--- config.mk ---
export PLATFORM = sky130hd
export DESIGN_NAME = ahb_bridge_arbiter
export DESIGN_NICKNAME = d
export VERILOG_FILES = /design/src/rtl/ahb_arb_pkg.sv /design/src/rtl/rr_picker.sv /design/src/rtl/ahb_bridge_arbiter.sv
export SDC_FILE = /design/constraint.sdc
export NUM_CORES = 1
export LEC_CHECK = 0
export BUFFER_PORTS_ARGS = -buffer_cell sky130_fd_sc_hd__buf_2
export CORE_MARGIN = 4
export CORE_UTILIZATION = 45
export CTS_CLUSTER_SIZE = 20
export DETAILED_ROUTE_END_ITERATION = 12
export GPL_ROUTABILITY_DRIVEN = 1
export PLACE_DENSITY = 0.81
export SETUP_SLACK_MARGIN = 0.2
export SKIP_LAST_GASP = 1
export SYNTH_ARGS = -nofsm -noshare
export SYNTH_HDL_FRONTEND = slang
export SYNTH_SLANG_ARGS = --single-unit
export TNS_END_PERCENT = 30
--- constraint.sdc ---
create_clock -name Hclk -period 3.9 [get_ports Hclk]
set_clock_uncertainty 0.2 [all_clocks]
set_input_delay 0.585 -clock Hclk [delete_from_list [all_inputs] [get_ports Hclk]]
set_output_delay 0.585 -clock Hclk [all_outputs]
set_load 0.03 [all_outputs]
--- src/rtl/ahb_arb_pkg.sv ---
// Shared transfer-type constants and index helpers for the AHB bridge arbiter.
package ahb_arb_pkg;

   localparam logic [1:0] HTRANS_IDLE   = 2'b00;
   localparam logic [1:0] HTRANS_BUSY   = 2'b01;
   localparam logic [1:0] HTRANS_NONSEQ = 2'b10;
   localparam logic [1:0] HTRANS_SEQ    = 2'b11;

   localparam int MAX_MASTERS = 16;

   function automatic int master_id_width(input int n);
      return (n > 2) ? $clog2(n) : 1;
   endfunction

   function automatic logic [MAX_MASTERS-1:0] onehot_of(input logic [3:0] idx);
      return {{(MAX_MASTERS-1){1'b0}}, 1'b1} << idx;
   endfunction

endpackage

--- src/rtl/rr_picker.sv ---
// Combinational round-robin picker: first request above the last owner,
// otherwise the first request overall (owner itself ends up lowest priority).
module rr_picker #(
   parameter int N = 4,
   parameter int W = 2
) (
   input  logic [N-1:0] req,
   input  logic [W-1:0] last,
   output logic [W-1:0] winner,
   output logic         any_req
);

   logic [N-1:0] mask;
   logic [N-1:0] req_masked;

   genvar gi;
   generate
      for (gi = 0; gi < N; gi++) begin : g_mask
         assign mask[gi] = (gi > int'(last));
      end
   endgenerate

   assign req_masked = req & mask;
   assign any_req    = |req;

   always_comb begin
      winner = '0;
      for (int i = N - 1; i >= 0; i--) begin
         if (req[i]) winner = W'(i);
      end
      if (|req_masked) begin
         for (int i = N - 1; i >= 0; i--) begin
            if (req_masked[i]) winner = W'(i);
         end
      end
   end

endmodule

--- src/rtl/ahb_bridge_arbiter.sv ---
// Round-robin AHB arbiter sharing the APB bridge slave port, with a beat cap.
// Define AHB_ARB_LOCK_EN to honour Hlock locked sequences.
module ahb_bridge_arbiter
   import ahb_arb_pkg::*;
#(
   parameter int NUM_MASTERS     = 4,
   parameter int DEFAULT_MASTER  = 0,
   parameter int MAX_BURST_BEATS = 16,
   localparam int MW = master_id_width(NUM_MASTERS)
) (
   input  logic                   Hclk,
   input  logic                   Hreset,
   input  logic [NUM_MASTERS-1:0] Hbusreq,
   input  logic [NUM_MASTERS-1:0] Hlock,
   input  logic [1:0]             Htrans,
   input  logic                   Hreadyout,
   output logic [NUM_MASTERS-1:0] Hgrant,
   output logic [MW-1:0]          Hmaster,
   output logic [MW-1:0]          Hmaster_data,
   output logic                   Hmastlock
);

   localparam logic [MW-1:0] DEF_ID = MW'(DEFAULT_MASTER);

   logic [NUM_MASTERS-1:0] grant_q, grant_d;
   logic [MW-1:0]          master_q, master_d;
   logic [MW-1:0]          master_data_q, master_data_d;
   logic                   mastlock_q, mastlock_d;
   logic [7:0]             beat_q, beat_d;

   logic [MW-1:0] rr_winner;
   logic          any_req;
   logic [MW-1:0] winner;
   logic          own_req;
   logic          lock_hold;
   logic          cap_hit;
   logic          arb_pt;

   rr_picker #(
      .N (NUM_MASTERS),
      .W (MW)
   ) u_rr_picker (
      .req     (Hbusreq),
      .last    (master_q),
      .winner  (rr_winner),
      .any_req (any_req)
   );

   assign own_req = Hbusreq[master_q];
   assign cap_hit = (beat_q >= 8'(MAX_BURST_BEATS));

`ifdef AHB_ARB_LOCK_EN
   assign lock_hold = Hlock[master_q] & own_req;
`else
   logic unused_hlock;
   assign unused_hlock = ^Hlock;
   assign lock_hold    = 1'b0;
`endif

   // SEQ is never a handover point; NONSEQ only once the tenure has used its cap.
   assign arb_pt = Hreadyout &&
                   ((Htrans == HTRANS_IDLE) ||
                    (Htrans == HTRANS_BUSY && !own_req) ||
                    (Htrans == HTRANS_NONSEQ && cap_hit && !lock_hold));

   assign winner = lock_hold ? master_q : (any_req ? rr_winner : DEF_ID);

   always_comb begin
      grant_d       = grant_q;
      master_d      = master_q;
      master_data_d = master_data_q;
      mastlock_d    = mastlock_q;
      beat_d        = beat_q;
      if (Hreadyout) begin
         master_data_d = master_q;
         if (arb_pt) begin
            grant_d  = NUM_MASTERS'(onehot_of(4'(winner)));
            master_d = winner;
            beat_d   = '0;
`ifdef AHB_ARB_LOCK_EN
            mastlock_d = Hlock[winner];
`endif
         end else if (Htrans[1] && !cap_hit) begin
            beat_d = beat_q + 8'd1;
         end
      end
   end

   always_ff @(posedge Hclk) begin
      if (Hreset) begin
         grant_q       <= NUM_MASTERS'(onehot_of(4'(DEF_ID)));
         master_q      <= DEF_ID;
         master_data_q <= DEF_ID;
         mastlock_q    <= 1'b0;
         beat_q        <= '0;
      end else begin
         grant_q       <= grant_d;
         master_q      <= master_d;
         master_data_q <= master_data_d;
         mastlock_q    <= mastlock_d;
         beat_q        <= beat_d;
      end
   end

   assign Hgrant       = grant_q;
   assign Hmaster      = master_q;
   assign Hmaster_data = master_data_q;
   assign Hmastlock    = mastlock_q;

endmodule

Word-level counts from Yosys, hierarchy flattened --
Index checks and enable logic that the tools add are counted. W data, S select, Z words.
Storage, ports and cells: flip-flop bits (word level) 16, input bits 13, output and inout bits 9, word-level logic and storage cells 42
Cells by class: add/sub/neg operators 1, magnitude comparators 5, equal/unequal tests 2, shifts and indexed selects 1, multiplexer cells 14, bitwise gates (word level) 1, reduce and logical (&&, ||, !) cells 14
Operator list (count):
- $mux W2 | 10
- $mux W8 | 2
- $add A8 B1 Y8 const B | 1
- $ge A8 B5 Y1 const B | 1
- $reduce_or A4 Y1 | 2
- $and A4 B4 Y4 | 1
- $gt A2 B2 Y1 const A | 2
- $logic_and A1 B1 Y1 | 4
- $reduce_and A2 Y1 | 2
- $shl A1 B2 Y4 const A | 1
- $lt A2 B3 Y1 const B | 1
- $bmux W1 S2 | 1
- $eq A2 B1 Y1 const B | 1
- $eq A2 B2 Y1 const B | 1
- $gt A1 B2 Y1 const A | 1
- $logic_not A1 Y1 | 2
- $logic_not A2 Y1 | 1
- $logic_or A1 B1 Y1 | 2
- $reduce_bool A2 Y1 | 1
- $mux W1 | 1

Logic depth before layout (Yosys ltp) --
depth after elaboration 11, mapped depth 6

Modules after synthesis --
Synthesis repeated with hierarchy kept, for this count alone.
Unflattened totals: cells, all modules 98, area total of the unflattened synthesis 858.3 µm²
By module, submodules not included:
- ahb_bridge_arbiter | times used 1, cells an instance 84, area each 772.0 µm²
- rr_picker | times used 1, cells an instance 14, area each 86.3 µm²

Worst setup path after synthesis --
Ideal clock, no wire load.
path type register to register, start register master_q[0], in the netlist Hmaster[0], end register beat_q[2], library setup time 67 ps, data arrival time 1641 ps, slack 1992 ps, cell stages (with the launch flop) 6, path buffers 0, cells stage by stage dfxtp_1 mux2i_1 a22o_1 a211o_4 a31o_1 a21oi_2
Between the ends: longest elaborated chain between the ends 9, elaborated cells on any way between the ends 10, classes of those cells mux (3); reduce/logical (7)
RTL lines:
- start: declaration | RTL line ahb_bridge_arbiter.sv:26 | logic [MW-1:0] master_q, master_d;
- start signal: assignment | RTL line ahb_bridge_arbiter.sv:98 | master_q <= master_d;
- $bmux W1 S2 * | RTL line ahb_bridge_arbiter.sv:49 | assign own_req = Hbusreq[master_q];
- $mux W1 (not written as such) * | RTL line ahb_bridge_arbiter.sv:49
- $logic_not A1 Y1 * | RTL line ahb_bridge_arbiter.sv:63 | (Htrans == HTRANS_BUSY && !own_req) ||
- $logic_and A1 B1 Y1 * | RTL line ahb_bridge_arbiter.sv:63
- $logic_or A1 B1 Y1 * | RTL line ahb_bridge_arbiter.sv:62 | ((Htrans == HTRANS_IDLE) ||
- $logic_or A1 B1 Y1 * | RTL line ahb_bridge_arbiter.sv:63
- $logic_and A1 B1 Y1 * | RTL line ahb_bridge_arbiter.sv:61 | assign arb_pt = Hreadyout &&
- $reduce_bool A2 Y1 (no source line)
- $reduce_and A2 Y1 (no source line)
- end signal: assignment | RTL line ahb_bridge_arbiter.sv:101 | beat_q <= beat_d;
- end: declaration | RTL line ahb_bridge_arbiter.sv:29 | logic [7:0] beat_q, beat_d;
Mark *: on every way between the ends. The rest lies on a longest branch, timed or not. The select of a mux whose other input is x is not followed. A chain may end at the register's enable or synchronous reset.

Final worst setup path --
start register beat_q[5], end register beat_q[1]
Between the ends: longest elaborated chain between the ends 6, elaborated cells on any way between the ends 9, classes of those cells order compare (1); mux (1); reduce/logical (7)
RTL lines:
- $ge A8 B5 Y1 * | RTL line ahb_bridge_arbiter.sv:50 | assign cap_hit = (beat_q >= 8'(MAX_BURST_BEATS));
- $logic_and A1 B1 Y1 | RTL line ahb_bridge_arbiter.sv:64 | (Htrans == HTRANS_NONSEQ && cap_hit && !lock_hold));
- $logic_or A1 B1 Y1 | RTL line ahb_bridge_arbiter.sv:63
- $logic_and A1 B1 Y1 | RTL line ahb_bridge_arbiter.sv:61
- $reduce_bool A2 Y1 (no source line)
- $reduce_and A2 Y1 (no source line)
Mark *: on every way between the ends. The rest lies on a longest branch, timed or not.

==> results.json <==
{
  "status": "complete, no violations",
  "final_nets": 125,
  "wl_met1_um": 776,
  "crit_start": "beat_q[5]$_SDFFE_PP0P_",
  "met2_length_um": 813,
  "wl_per_cell_um": 12.8,
  "vias": 716,
  "htree_levels": 1,
  "critPathMaxStageDelay_ns": 0.44,
  "first_pass_iters": 2,
  "area_growth_syn_to_layout_pct": 15.5,
  "ys_warn_count": 0,
  "cts_hold_buf": 0,
  "grtUsageTotal": 0.143,
  "rows": 15,
  "port_buffers": 16,
  "synth_cell_types": 35,
  "multi_input_area_um2": 460,
  "highest_layer": "met4",
  "synth_area_um2": 823,
  "synth_top_flop_cell": "dfxtp_1",
  "seqCellArea_um2": 320,
  "finalSetupTns_ns": 0,
  "routed_via_density": 5.34,
  "n_antenna_cell": 0,
  "wl_met3_um": 83,
  "synth_edf_count": 0,
  "dp_slack_ns": 1.66,
  "grt_overflow": 0,
  "drive_gt1_frac": 0.239,
  "yosysTopAreaCell": "dfxtp_1",
  "arrival_ns": 2.10,
  "final_core_util": 0.551,
  "drc_errors": 0,
  "hpwlAfterDp_mm": 1.32,
  "leakagePower_nw": 0.400,
  "rsz0062_at_grt": "no",
  "cp_max_fo": 13,
  "whs_ns": 0.270,
  "critPathKind": "flip-flop to flip-flop",
  "final.setup.worst_slack_ns": 1.83,
  "p_per_area_mw_per_mm2": 362,
  "dpl-instance-area_um2": 915,
  "critPathRequiredTime_ns": 3.92,
  "grt_pass1_wl_mm": 2.81,
  "critPathBufInv": 0,
  "maxSlewViolCount": 0,
  "die_w_um": 50.8,
  "avgSynthCellArea_um2": 8.85,
  "die_y_um": 50.8,
  "cts_root_buf": "clkbuf_4",
  "hold_start": "Hgrant[0]$_SDFFE_PP1P_",
  "cts_buffers": 3,
  "rr_startpoint": "beat_q[5]$_SDFFE_PP0P_",
  "clk_path_buf_depth": 2,
  "yosys.area.top_type_share": 0.389,
  "routed_wl_mm": 1.71,
  "instances_no_fill": 134,
  "cp_slowest_cell": "nor4_2",
  "die_area_mm2": 0.00258,
  "ys_seq_area_frac": 0.389,
  "max_slew_margin": 0.403,
  "core_region_area_mm2": 0.00173,
  "synth_common_cells": "dfxtp_1, nor2_1, inv_1, mux2i_1",
  "drt_iter0_drc": 9,
  "synth_fp_nets": 108,
  "place_inst": 130,
  "p_total_uw": 344,
  "clk_pin_slew_ns": 0.10,
  "num_io_pins": 22,
  "hp-class": "flip-flop to flip-flop",
  "drv_cap": 0,
  "antenna_left": 0,
  "grt_antenna_before_repair": 0,
  "worst_slew_pin_slew_ns": 0.884,
  "vdd.ir_drop.worst_uv": 196,
  "clk_latency_ns": 0.29,
  "finalSetupViolations": 0,
  "period_minus_slack_ns": 2.07,
  "cts_setup_buffers": 0,
  "final_area_um2": 951,
  "fmax_mhz": 482,
  "gp_congestion": 0.716,
  "start_kind": "flip-flop",
  "fillers": 167,
  "start_util": 0.477,
  "synth_cells": 93,
  "finalCritPeriodShare": 0.532,
  "cts_sinks": 16,
  "grt_max_degree": 14,
  "critical_path.cell_chain": "nor4_2 -> a21oi_1 -> o21ai_2 -> nand2b_1 -> nor2_1",
  "hold_viol": 0,
  "cp_top_family": "simple AND/OR/NAND/NOR gates",
  "grt_pass1_vias": 722,
  "synth-async-reset-ratio": 0,
  "cts_tree": "done",
  "post_cts_resized": 0,
  "yosysMostFrequentCell": "dfxtp_1",
  "crit_path_end_kind": "flip-flop",
  "post_synth_main_area_contributors": "dfxtp_1, mux2i_1, nor2_1",
  "synth_seq_cells": 16
}
worst paths after layout:
check                                end  slack [ns]  cells past startpoint
hold / removal    Hgrant[0]$_SDFFE_PP1P_        0.27                      2
setup / recovery  beat_q[1]$_SDFFE_PP0P_        1.83                      5
hold reg to reg   Hgrant[0]$_SDFFE_PP1P_        0.27                      2
setup reg to reg  beat_q[1]$_SDFFE_PP0P_        1.83                      5
registers in the layout, indices dropped and copies added, names as in the netlist:
| register | cells |
|---|---|
| Hgrant | 4 |
| Hmaster | 2 |
| Hmaster_data | 2 |
| beat_q | 8 |
per-layer routing:
layer | GRT usage | vias up
met5 | 0 | -
met4 | 0.0897 | 0
met3 | 0.0356 | 4
met2 | 0.259 | 17
met1 | 0.143 | 334
li1 | - | 361
placed cells by master (no fill, tap or decap):
master / count
buf_2: 16
and4_1: 1
nor2_1: 15
a41oi_1: 1
a211oi_1: 1
a21oi_2: 1
nor4_2: 1
xnor2_1: 1
o2111a_1: 1
nand4_1: 1
o41ai_1: 1
nor3_1: 1
ha_1: 2
clkbuf_4: 3
a22o_1: 1
o21ai_0: 4
mux2i_1: 6
and2b_2: 2
clkbuf_8: 1
a21oi_1: 2
nand2_1: 1
nand2b_1: 2
a31o_1: 1
nand3_1: 2
a31oi_1: 3
a211o_4: 1
o31ai_1: 3
o311ai_0: 1
conb_1: 1
dfxtp_1: 16
and3_1: 2
o21ai_2: 1
nor2b_1: 3
inv_1: 6
nand3b_1: 4
logic make-up (layout without fill, tap and decap cells):
kind of cell               count (synthesis)  in the layout  share of synthesized area
AOI/OAI and AO/OA                         22             22                      0.205
xor gates and xnor gates                   1              1                     0.0106
adders and majority gates                  2              2                     0.0304
buffers and inverters                     10             26                     0.0517
DFF                                       16             16                      0.389
muxes                                      6              6                     0.0730
other                                      1              1                    0.00455
and+or+nand+nor                           35             35                      0.236
area by class of cell:
cell class,instances,area share
sequential,16,0.337
inverter,6,0.0237
timing repair buffer,16,0.0842
multi-input combinational,67,0.484
tap,25,0.0329
clock buffer,4,0.0382
where the power goes:
group          switching, mW  leakage [nW]  total (mW)  internal [mW]
combinational         0.0375         0.249      0.0589         0.0215
sequential           0.00506         0.130       0.174          0.169
clock                 0.0540        0.0210       0.111         0.0568
total                 0.0966         0.400       0.344          0.247
tightest hold or removal path: stages (launching register included):
cell	delay (ns)
dfxtp_1	0.33
a21oi_1	0.06
o31ai_1	0.05
Note: power is estimated with default switching activity, not from simulation.
